`config.mk`:
```
export PLATFORM = sky130hd
export DESIGN_NAME = rat_port_io
export DESIGN_NICKNAME = d
export VERILOG_FILES = /design/src/rtl/rat_port_io.sv
export SDC_FILE = /design/constraint.sdc
export NUM_CORES = 1
export LEC_CHECK = 0
export ABC_AREA = 1
export BUFFER_PORTS_ARGS = -buffer_cell sky130_fd_sc_hd__buf_2
export CORE_ASPECT_RATIO = 1.25
export CORE_UTILIZATION = 25
export CTS_BUF_LIST = sky130_fd_sc_hd__clkbuf_2
export DETAILED_ROUTE_END_ITERATION = 8
export RECOVER_POWER = 100
export SYNTH_ARGS = -nofsm -noshare
export SYNTH_HDL_FRONTEND = slang
export SYNTH_SLANG_ARGS = --single-unit
export TNS_END_PERCENT = 10
```
`constraint.sdc`:
```
create_clock -name CLK -period 3.7 [get_ports CLK]
set_input_delay 0.555 -clock CLK [delete_from_list [all_inputs] [get_ports CLK]]
set_output_delay 0.555 -clock CLK [all_outputs]
set_load 0.01 [all_outputs]
```
`src/rtl/rat_port_io.sv`:
```
// Port-mapped I/O block for the RAT core: LED/seven-segment registers, a TX byte FIFO,
// and button rising-edge interrupt capture with write-1-to-clear status.
module rat_port_io #(
  parameter int FIFO_DEPTH = 8
) (
  input  logic       CLK,
  input  logic       RESET,
  input  logic [7:0] PORT_ID,
  input  logic [7:0] OUT_PORT,
  input  logic       IO_STRB,
  input  logic [7:0] SWITCHES,
  input  logic [3:0] BUTTONS,
  input  logic       TX_RDY,
  output logic [7:0] IN_PORT,
  output logic [7:0] LEDS,
  output logic [7:0] SSEG_VAL,
  output logic [7:0] TX_DATA,
  output logic       TX_VALID,
  output logic       INTERRUPT
);

  localparam int AW = $clog2(FIFO_DEPTH);
  localparam int CW = AW + 1;
  localparam logic [CW-1:0] CNT_FULL = CW'(FIFO_DEPTH);
  localparam logic [CW-1:0] CNT_ONE  = CW'(1'b1);
  localparam logic [AW-1:0] PTR_ONE  = AW'(1'b1);

  logic [7:0]    leds_r;
  logic [7:0]    sseg_r;
  logic [7:0]    mem_r [FIFO_DEPTH];
  logic [AW-1:0] rd_ptr_r;
  logic [AW-1:0] wr_ptr_r;
  logic [CW-1:0] count_r;
  logic          overflow_r;
  logic          irq_pending_r;
  logic [3:0]    s1_r;
  logic [3:0]    s2_r;
  logic [3:0]    s3_r;

  logic          wr_leds_s;
  logic          wr_sseg_s;
  logic          wr_fifo_s;
  logic          wr_clr_s;
  logic          empty_s;
  logic          full_s;
  logic          pop_s;
  logic          push_s;
  logic          drop_s;
  logic          rise_s;
  logic [CW-1:0] count_nxt_s;
  logic          overflow_nxt_s;
  logic          irq_nxt_s;
  logic [7:0]    rd_data_s;

  assign wr_leds_s = IO_STRB && (PORT_ID == 8'h40);
  assign wr_sseg_s = IO_STRB && (PORT_ID == 8'h81);
  assign wr_fifo_s = IO_STRB && (PORT_ID == 8'h90);
  assign wr_clr_s  = IO_STRB && (PORT_ID == 8'h91);

  assign empty_s = (count_r == {CW{1'b0}});
  assign full_s  = (count_r == CNT_FULL);
  assign pop_s   = !empty_s && TX_RDY;
  // A full FIFO still accepts a byte when the head leaves in the same cycle.
  assign push_s  = wr_fifo_s && (!full_s || pop_s);
  assign drop_s  = wr_fifo_s && full_s && !pop_s;
  assign rise_s  = |(s2_r & ~s3_r);

  // Next count, sticky overflow and interrupt state; a set beats a same-cycle clear.
  always_comb begin
    count_nxt_s    = count_r;
    overflow_nxt_s = overflow_r;
    irq_nxt_s      = irq_pending_r;
    if (push_s && !pop_s) begin
      count_nxt_s = count_r + CNT_ONE;
    end else if (pop_s && !push_s) begin
      count_nxt_s = count_r - CNT_ONE;
    end else begin
      count_nxt_s = count_r;
    end
    if (drop_s) begin
      overflow_nxt_s = 1'b1;
    end else if (wr_clr_s && OUT_PORT[3]) begin
      overflow_nxt_s = 1'b0;
    end else begin
      overflow_nxt_s = overflow_r;
    end
    if (rise_s) begin
      irq_nxt_s = 1'b1;
    end else if (wr_clr_s && OUT_PORT[0]) begin
      irq_nxt_s = 1'b0;
    end else begin
      irq_nxt_s = irq_pending_r;
    end
  end

  // Read mux seen by the core in the same cycle it drives PORT_ID.
  always_comb begin
    rd_data_s = 8'h00;
    case (PORT_ID)
      8'h20:   rd_data_s = SWITCHES;
      8'h24:   rd_data_s = {4'b0000, s2_r};
      8'h91:   rd_data_s = {4'b0000, overflow_r, full_s, empty_s, irq_pending_r};
      8'h92:   rd_data_s = 8'(count_r);
      default: rd_data_s = 8'h00;
    endcase
  end

  // FIFO storage needs no reset; an empty FIFO masks the head on TX_DATA.
  always_ff @(posedge CLK) begin
    if (push_s) begin
      mem_r[wr_ptr_r] <= OUT_PORT;
    end
  end

  // Control state, output registers and the button synchronizer chain.
  always_ff @(posedge CLK or posedge RESET) begin
    if (RESET) begin
      leds_r        <= 8'h00;
      sseg_r        <= 8'h00;
      rd_ptr_r      <= {AW{1'b0}};
      wr_ptr_r      <= {AW{1'b0}};
      count_r       <= {CW{1'b0}};
      overflow_r    <= 1'b0;
      irq_pending_r <= 1'b0;
      s1_r          <= 4'h0;
      s2_r          <= 4'h0;
      s3_r          <= 4'h0;
    end else begin
      if (wr_leds_s) begin
        leds_r <= OUT_PORT;
      end
      if (wr_sseg_s) begin
        sseg_r <= OUT_PORT;
      end
      if (push_s) begin
        wr_ptr_r <= wr_ptr_r + PTR_ONE;
      end
      if (pop_s) begin
        rd_ptr_r <= rd_ptr_r + PTR_ONE;
      end
      count_r       <= count_nxt_s;
      overflow_r    <= overflow_nxt_s;
      irq_pending_r <= irq_nxt_s;
      s1_r          <= BUTTONS;
      s2_r          <= s1_r;
      s3_r          <= s2_r;
    end
  end

  assign IN_PORT   = rd_data_s;
  assign LEDS      = leds_r;
  assign SSEG_VAL  = sseg_r;
  assign TX_VALID  = !empty_s;
  assign TX_DATA   = empty_s ? 8'h00 : mem_r[rd_ptr_r];
  assign INTERRUPT = irq_pending_r;

endmodule

```
==> results of run 1 <==
## path summary, 6_finish.rpt
path / slack (ns) / depth (start not counted) / from / end
hold reg to reg: 0.39 / 0 / s1_r[3] / s2_r[3]
min in group asynchronous: 1.25 / 4 / RESET / LEDS[5]
setup reg to reg: 1.01 / 11 / count_r[0] / count_r[3]
max in group asynchronous: 1.16 / 4 / RESET / count_r[1]
setup / recovery: 0.97 / 5 / count_r[0] / TX_DATA[4]
hold / removal: 0.27 / 3 / IO_STRB / wr_ptr_r[2]
## synth_stat cells
cell / instances / area share
or2_2: 1 / 0.0013
nand3b_4: 1 / 0.0042
clkinv_1: 2 / 0.0016
a21oi_1: 8 / 0.0083
fa_1: 1 / 0.0042
dfrtp_1: 40 / 0.21
buf_4: 4 / 0.0062
nor2_2: 1 / 0.0013
clkbuf_1: 1 / 0.00078
xor2_1: 2 / 0.0036
nor2_1: 39 / 0.030
o22ai_1: 2 / 0.0026
nand2_4: 3 / 0.0070
ha_1: 5 / 0.013
buf_2: 7 / 0.0073
inv_2: 5 / 0.0039
nand2_2: 4 / 0.0052
nand2_1: 200 / 0.16
o21ai_0: 2 / 0.0021
nand4_1: 3 / 0.0039
edfxtp_1: 64 / 0.40
o21ai_1: 1 / 0.0010
nand3_1: 53 / 0.055
nor2_4: 4 / 0.0093
inv_1: 51 / 0.040
xnor2_1: 2 / 0.0036
nor2_8: 2 / 0.0083
nand3_4: 2 / 0.0073
nand3_2: 2 / 0.0042
nor3_4: 1 / 0.0034
## worst max-delay path, stage by stage, from the launching register on
cell	delay, ns
dfrtp_1	0.54
nor2_1	0.22
nand3_1	0.41
nand2_1	0.25
nor2_1	0.06
clkbuf_1	0.13
## layout by cell type (no fill, tap or decap), drive strengths merged
cell         count
a21oi            8
nand4            3
dlygate4sd3      5
edfxtp          64
xnor2            2
clkinv           3
o21ai            3
nor2            46
o22ai            2
nand2          207
dfrtp           40
clkbuf          52
inv             60
clkinvlp         1
nand3b           1
buf             26
fa               1
nor3             1
ha               5
nand3           57
xor2             2
diode            1
or2              1
## flip-flops by register name, summed over array words and instances, names as in the netlist
name and flops:
rd_ptr_r 3, overflow_r 1, LEDS 8, s2_r 4, wr_ptr_r 3, mem_r 64, INTERRUPT 1, s3_r 4
count_r 4, SSEG_VAL 8, s1_r 4
## metrics by stage
step | total power [W] | util | hold WS, ns
after floorplan | 0.00211 | - | 0.331
after global placement | 0.00242 | 0.286 | 0.332
after detailed placement | 0.00243 | 0.286 | 0.336
after CTS | 0.00293 | 0.291 | 0.0124
after global routing | 0.00309 | 0.287 | 0.198
final | 0.00285 | 0.287 | 0.267
## power groups by stage
stage	sequential (W)	clock [W]	combinational, W
2_1_floorplan	0.00136	0	0.000747
3_3_place_gp	0.00139	0	0.00103
3_5_place_dp	0.00139	0	0.00104
4_1_cts	0.00137	0.000517	0.00104
5_1_grt	0.00138	0.000573	0.00114
6_report	0.00136	0.000506	0.000977
## logic make-up (layout without fill, tap and decap cells)
group,Yosys count,after routing,synth area share
compound gates,13,13,0.0140
fa+ha+maj,6,6,0.0171
flops,104,104,0.606
buf+inv,70,147,0.0594
xor+xnor,4,4,0.00726
other cells,0,1,0
simple gates,316,316,0.296
## layout make-up
type | instances | area [µm²] | share of cell area
Inverter | 58 | 218 | 0.0402
Multi-Input combinational cell | 339 | 1540 | 0.284
Antenna cell | 1 | 2.50 | 0.000462
Clock inverter | 6 | 50.0 | 0.00925
Clock buffer | 10 | 50.0 | 0.00925
Timing Repair Buffer | 73 | 343 | 0.0634
Sequential cell | 104 | 2920 | 0.540
Tap cell | 232 | 290 | 0.0536
## per-layer routing
metal / wire length (µm) / track usage / vias up
met1: 5040 / 0.154 / 1589
met2: 5090 / 0.187 / 87
li1: - / - / 1783
met3: 456 / 0.0279 / 12
met5: 0 / 0 / -
met4: 104 / 0.0298 / 0
==> results.ini, run 1 <==
[run_status]
outcome = finished with violations
violations = max-capacitance violations, max-slew violations

[clocking]
htreeDepth = 3
cts.sinks = 104
cts_root_buffer = clkbuf_2
cts_buffer_depth = 2
ctsResizeCount = 0
cts_tree = done
postCtsHoldBufs = 0
clkTransAtPathRegs_ns = 0.28
clk_latency_ns = 0.60
cts_buffers = 9
post_cts_buffers = 0

[power]
combPwrFrac = 0.343
powerDensity_mw_per_mm2 = 526
power.switching_w = 0.00114
pwr-share-seq = 0.479
leakagePower_nw = 2.52
clock_power_share = 0.178
p_int_w = 0.00171
ir_worst_vdd_uv = 276
swShare = 0.400

[sta]
setup_violations = 0
period_share = 0.738
fin_skew_ns = 0.0471
layout_setup_ws_ns = 0.969
setup_tns_ns = 0
rsz0062_at_grt = false
slew_headroom = -0.491
final_max_slew_viol_count = 41
tightest_slew_ns = 2.24
clock.fmax_mhz = 366
finalCriticalPeriod_ns = 2.73
finalHoldViolCount = 0

[worst_setup_path]
crit_fanout = 10
cp.required_ns = 3.14
end_kind = output pin
cp-start-kind = flop
cp_data_arrival_time_ns = 2.18
critPathKind = reg -> out

[global_routing]
grt_overflow = 0
grt_max_degree = 41
antenna_found_initial = 0
grt_usage = 0.115
grt_pass1_wl_um = 17600
grt_pass1_vias = 3266

[cells_and_area]
drive_gt1_frac = 0.0932
fin_nets = 623
fill_cells = 1983
stdcell_area_mm2 = 0.00541
area_growth_syn_to_layout_pct = 12.2
final_cells = 823

[synth]
yosysUniqueCellTypes = 30
yosysWarningCount = 0
syn-cell-area_mm2 = 0.00482
ys_seq_area_frac = 0.606
ys_ff_latch = 104
synth_cells = 513
syn-num-nets = 551
avgSynthCellArea_um2 = 9.40

[worst_hold_path]
hold_class = in -> reg

[routing]
route.detailed.wl_per_inst_um = 13.0
drtPass1Iterations = 4
drt_iter0_markers = 190
antenna_left = 0
drcViolationCount = 0
vias_per_cell = 4.22
vias = 3471
routed_wirelength_um = 10700

[die]
die_h_um = 157
core-area_mm2 = 0.0188
start_util = 0.256
dieArea_mm2 = 0.0199
pin_count = 66
die_x_um = 126
rows = 56

[placement]
post-place-ws_ns = 1.18
dp.cells = 801
place.gp.congestion = 0.741
dpl_cell_area_mm2 = 0.00539
hpwl_um = 7420
io_buffers = 65

[flow_run]
drv_cap = 1

(Power assumes the default switching activity.)
==> run 2: changes to the inputs <==
ABC_AREA = 0   (was 1)
clock period = 2.25 ns   (was 3.7 ns; I/O delays follow)
==> results.ini, run 2 <==
[run_status]
outcome = finished with violations
violations = negative setup slack

[global_routing]
antenna_found_initial = 0
grt_max_degree = 41
grt_pass1_wl_um = 14700
grt_usage = 0.111
grt_pass1_vias = 2739
grt_overflow = 0

[sta]
fin_skew_ns = 0.0284
rsz0062_at_grt = true
layout_setup_ws_ns = -0.414
period_share = 1.18
setup_violations = 12
tightest_slew_ns = 0.986
final_max_slew_viol_count = 0
finalCriticalPeriod_ns = 2.66
clock.fmax_mhz = 375
slew_headroom = 0.343
finalHoldViolCount = 0
whs_ns = 0.0840

[cells_and_area]
fin_nets = 412
area_growth_syn_to_layout_pct = 27.1
final_common_cell = edfxtp_1
diodes = 0
largest_reg_flops = 64
mostFrequentLayoutCells = edfxtp_1, buf_2, dfrtp_1
regArea_mm2 = 0.00293
multiInputGateArea_mm2 = 0.00138
final_util = 0.324
fill_cells = 1662
regMostFlops = mem_r
drive_gt1_frac = 0.414

[worst_setup_path]
r2r-start = count_r[2]
cp_data_arrival_time_ns = 3.14
endpoint = count_r[3]
end_kind = flop
cp-start-kind = flop
crit_chain = or4b_4 > o2111ai_4 > inv_2 > ha_4 > inv_4 > ha_1 > a21o_1 > a2111oi_2 > a31oi_1 > a221o_1
r2r_slack_ns = -0.41
rr_worst_depth = 10
critPathKind = reg -> reg
crit_fanout = 3
cp_slowest_cell = or4b_4
crit_start = count_r[2]
cpPeakStageDelay_ns = 0.56
timing.rr.end = count_r[3]
cp.required_ns = 2.73

[power]
powerDensity_mw_per_mm2 = 862
ir_worst_vdd_uv = 342
leakagePower_nw = 2.09

[routing]
drt_iter0_markers = 107
vias_per_cell = 4.32
vias = 2587
route.detailed.wl_per_inst_um = 15.4
drcViolationCount = 0
drtPass1Iterations = 4
routed_wirelength_um = 9240
antenna_left = 0

[synth]
synth_commonest_cells = edfxtp_1, dfrtp_1, nor2_1
synth_cells = 256
yosys_most_used_dff = edfxtp_1
synth-edff-count = 64
ys_ff_latch = 104
yosysTopAreaCellShare = 0.449
synth.most_common_cell = edfxtp_1
ys_seq_area_frac = 0.682
synthTopCellsByArea = edfxtp_1, dfrtp_1, mux4_2, mux2_2, mux2i_1
yosysUniqueCellTypes = 43
yosysWarningCount = 0
async_flop_share = 0.385
yosysTopAreaCell = edfxtp_1
syn-cell-area_mm2 = 0.00428
syn-num-nets = 294
avgSynthCellArea_um2 = 16.7

[clocking]
cts_buffer_depth = 2
cts_root_buffer = clkbuf_2
cts.sinks = 104
cts_buffers = 9
clk_latency_ns = 0.55
clkTransAtPathRegs_ns = 0.27
htreeDepth = 3
cts_tree = done

[die]
rows = 53
die_x_um = 119
pin_count = 66
die_h_um = 148
start_util = 0.255
dieArea_mm2 = 0.0177
core-area_mm2 = 0.0168

[placement]
io_buffers = 65
hpwl_um = 6650
place.gp.congestion = 0.800

[worst_hold_path]
hold_class = in -> reg

[flow_run]
drv_cap = 0

==> run 2: layout make-up <==
cell class              count  area share
multi-input cells         137       0.253
repair buffers            114       0.135
clock inverters             6     0.00828
flip-flops and latches    104       0.538
inverters                   8     0.00598
well taps                 220      0.0506
clock buffers              10     0.00920
==> run 2: repair_timing <==
action	4_1_cts	5_1_grt
hold buffers	5	0
gates cloned	0	1
pin swaps	4	1
hold endpoints to repair	44	0
buffers inserted	3	3
endpoints found under the setup margin	21	61
gates resized for setup	9	18
==> run 2: worst min-delay path by stage <==
stage / startpoint / to / slack (ns) / cells after the start
final: TX_RDY / rd_ptr_r[2] / 0.08 / 3
after global placement: s1_r[2] / s2_r[2] / 0.33 / 0
after detailed placement: s1_r[2] / s2_r[2] / 0.34 / 0
after global routing: TX_RDY / rd_ptr_r[2] / 0.04 / 3
after CTS: OUT_PORT[6] / mem_r[5][6] / 0.02 / 1
after floorplan: s1_r[0] / s2_r[0] / 0.33 / 0
==> run 2: worst max-delay path, delay by kind of cell (launching register included) <==
family          cells  cell delay, ns
compound gates      5            1.07
simple gates        1            0.56
flops               1            0.45
fa+ha+maj           2            0.38
buf+inv             2            0.13
==> run 2: per-layer routing <==
layer / part of all wire / track usage / up-vias
met5: 0 / 0 / -
met4: 0.0068 / 0.0266 / 0
met3: 0.057 / 0.0307 / 8
met2: 0.51 / 0.193 / 71
met1: 0.43 / 0.136 / 1290
li1: - / - / 1218
==> run 2: kinds of logic after synthesis <==
family          Yosys count  share of synthesized area
mux                      46                      0.160
flops                   104                      0.682
fa+ha+maj                 6                     0.0193
compound gates           17                     0.0307
xor+xnor                  5                     0.0102
buf+inv                  15                     0.0137
simple gates             63                     0.0841
==> run 2: per-stage QoR <==
stage	cell area, µm²	total power (W)	instances	setup WS, ns	setup TNS, ns
5_1_grt	5440	0.00497	599	-0.547	-4.39
6_report	5440	0.00469	599	-0.414	-2.41
4_1_cts	5400	0.00462	596	-0.408	-2.72
2_1_floorplan	4330	0.00321	256	-0.472	-2.04
3_5_place_dp	5220	0.00384	572	-0.408	-8.64
3_3_place_gp	5220	0.00381	572	-0.348	-6.90
==> run 2: where the power goes <==
part	leakage (nW)	switching, W	internal, W	total (W)
logic	0.964	0.000759	0.000937	0.00170
registers	1.08	0.000115	0.00213	0.00224
clock network	0.0507	0.000602	0.000152	0.000754
total	2.09	0.00148	0.00322	0.00469
==> run 3: changes to the inputs <==
ABC_AREA = default   (was 0)
CORE_UTILIZATION = 34   (was 25)
==> results.ini, run 3 (synthesis results as in run 2) <==
[run_status]
outcome = finished with violations
violations = negative setup slack

[sta]
period_share = 1.18
fin_skew_ns = 0.0391
finalHoldViolCount = 0
layout_setup_ws_ns = -0.408
whs_ns = 0.103
setup_violations = 15
tightest_slew_ns = 0.986
slew_headroom = 0.342
clock.fmax_mhz = 376
finalCriticalPeriod_ns = 2.66
final_max_slew_viol_count = 0
rsz0062_at_grt = true

[worst_setup_path]
crit_start = count_r[2]
crit_fanout = 3
critPathKind = reg -> reg
cp-start-kind = flop
timing.rr.end = count_r[3]
crit_chain = or4b_4 > o2111ai_4 > inv_2 > ha_4 > inv_4 > ha_4 > a21o_1 > a2111oi_2 > a31oi_1 > a221o_1
end_kind = flop
cpPeakStageDelay_ns = 0.57
cp_data_arrival_time_ns = 3.13
cp_slowest_cell = or4b_4
endpoint = count_r[3]
r2r_slack_ns = -0.41
r2r-start = count_r[2]
path_common_cell = ha_4
rr_worst_depth = 10
cp.required_ns = 2.72

[global_routing]
grt_usage = 0.157
grt_pass1_vias = 2795
antenna_found_initial = 1
gr-usage-met3 = 0.0284
grt_util_met1 = 0.199
use_met2 = 0.266
grt_max_degree = 41
grt_most_used_layer = met2
grt_pass1_wl_um = 14900
grt_overflow = 0

[flow_run]
drv_cap = 0

[cells_and_area]
final_common_cell = edfxtp_1
regMostFlops = mem_r
largest_reg_flops = 64
mostFrequentLayoutCells = edfxtp_1, dfrtp_1, buf_2
fill_cells = 1120
final_util = 0.442
drive_gt1_frac = 0.395
fin_nets = 423
area_growth_syn_to_layout_pct = 26.0

[power]
ir_worst_vdd_uv = 457
powerDensity_mw_per_mm2 = 865
leakagePower_nw = 2.12

[die]
dieArea_mm2 = 0.0131
die_h_um = 127
die_x_um = 102
pin_count = 66
rows = 45
start_util = 0.351
core-area_mm2 = 0.0122

[clocking]
cts_buffer_depth = 2
clkTransAtPathRegs_ns = 0.26
cts_tree = done
htreeDepth = 3
clk_latency_ns = 0.56
cts_buffers = 9
cts.sinks = 104
cts_root_buffer = clkbuf_2

[routing]
drcViolationCount = 0
vias = 2660
drt_iter0_markers = 101
antenna_left = 0
drtPass1Iterations = 4
vias_per_cell = 4.79
routed_wirelength_um = 9220
route.detailed.wl_per_inst_um = 16.6

[placement]
place.gp.congestion = 0.779
io_buffers = 65
hpwl_um = 6640
post-place-ws_ns = -0.424

[worst_hold_path]
whs_path_depth = 3
hold_class = in -> reg

-- run 3: worst min path at each step --
stage,from,endpoint,slack [ns]
floorplan,s1_r[0],s2_r[0],0.33
global placement,s1_r[1],s2_r[1],0.33
detailed placement,s1_r[1],s2_r[1],0.34
finish,TX_RDY,rd_ptr_r[2],0.10
global route,TX_RDY,rd_ptr_r[2],0.04
CTS,OUT_PORT[7],mem_r[4][7],0.01
-- run 3: timing repair --
action                     CTS  global route
pin swaps                    3             0
setup buffers                0             0
setup endpoints to repair   15            16
resized for setup           13             4
hold endpoints to repair    44            26
hold buffers                 5             6
-- run 3: per-stage QoR --
| step | power [W] | cell area (µm²) | cells | setup TNS, ns |
|---|---|---|---|---|
| floorplan | 0.00321 | 4330 | 256 | -2.04 |
| global placement | 0.00379 | 5200 | 527 | -0.623 |
| detailed placement | 0.00382 | 5200 | 527 | -0.818 |
| CTS | 0.00470 | 5400 | 548 | -2.57 |
| global route | 0.00495 | 5400 | 555 | -4.48 |
| finish | 0.00467 | 5400 | 555 | -2.30 |
-- run 3: final cells by class --
class                           count  area [µm²]  share of cell area
Multi-Input combinational cell    137        1380               0.256
Sequential cell                   104        2930               0.542
Clock inverter                      6        50.0             0.00927
Timing Repair Buffer              125         749               0.139
Clock buffer                       10        50.0             0.00927
Inverter                            8        32.5             0.00603
Tap cell                          164         205              0.0380
Antenna cell                        1        2.50            0.000464
-- run 3: layer usage --
layer  part of all wire  wire [µm]
met3              0.032        291
met2               0.53       4890
met1               0.43       3960
met4             0.0085         78
met5                  0          0
-- run 3: critical path, delay by kind of cell (launching register included) --
family	cells	cell delay (ns)
and+or+nand+nor	1	0.57
buffers and inverters	2	0.14
DFF	1	0.45
adders and majority gates	2	0.36
AOI/OAI and AO/OA	5	1.07
-- run 3: report_power, final --
| group | switching, W | leakage, nW | internal, W |
|---|---|---|---|
| Combinational | 0.000778 | 0.977 | 0.000878 |
| Sequential | 0.0000846 | 1.08 | 0.00213 |
| Clock | 0.000634 | 0.0648 | 0.000168 |
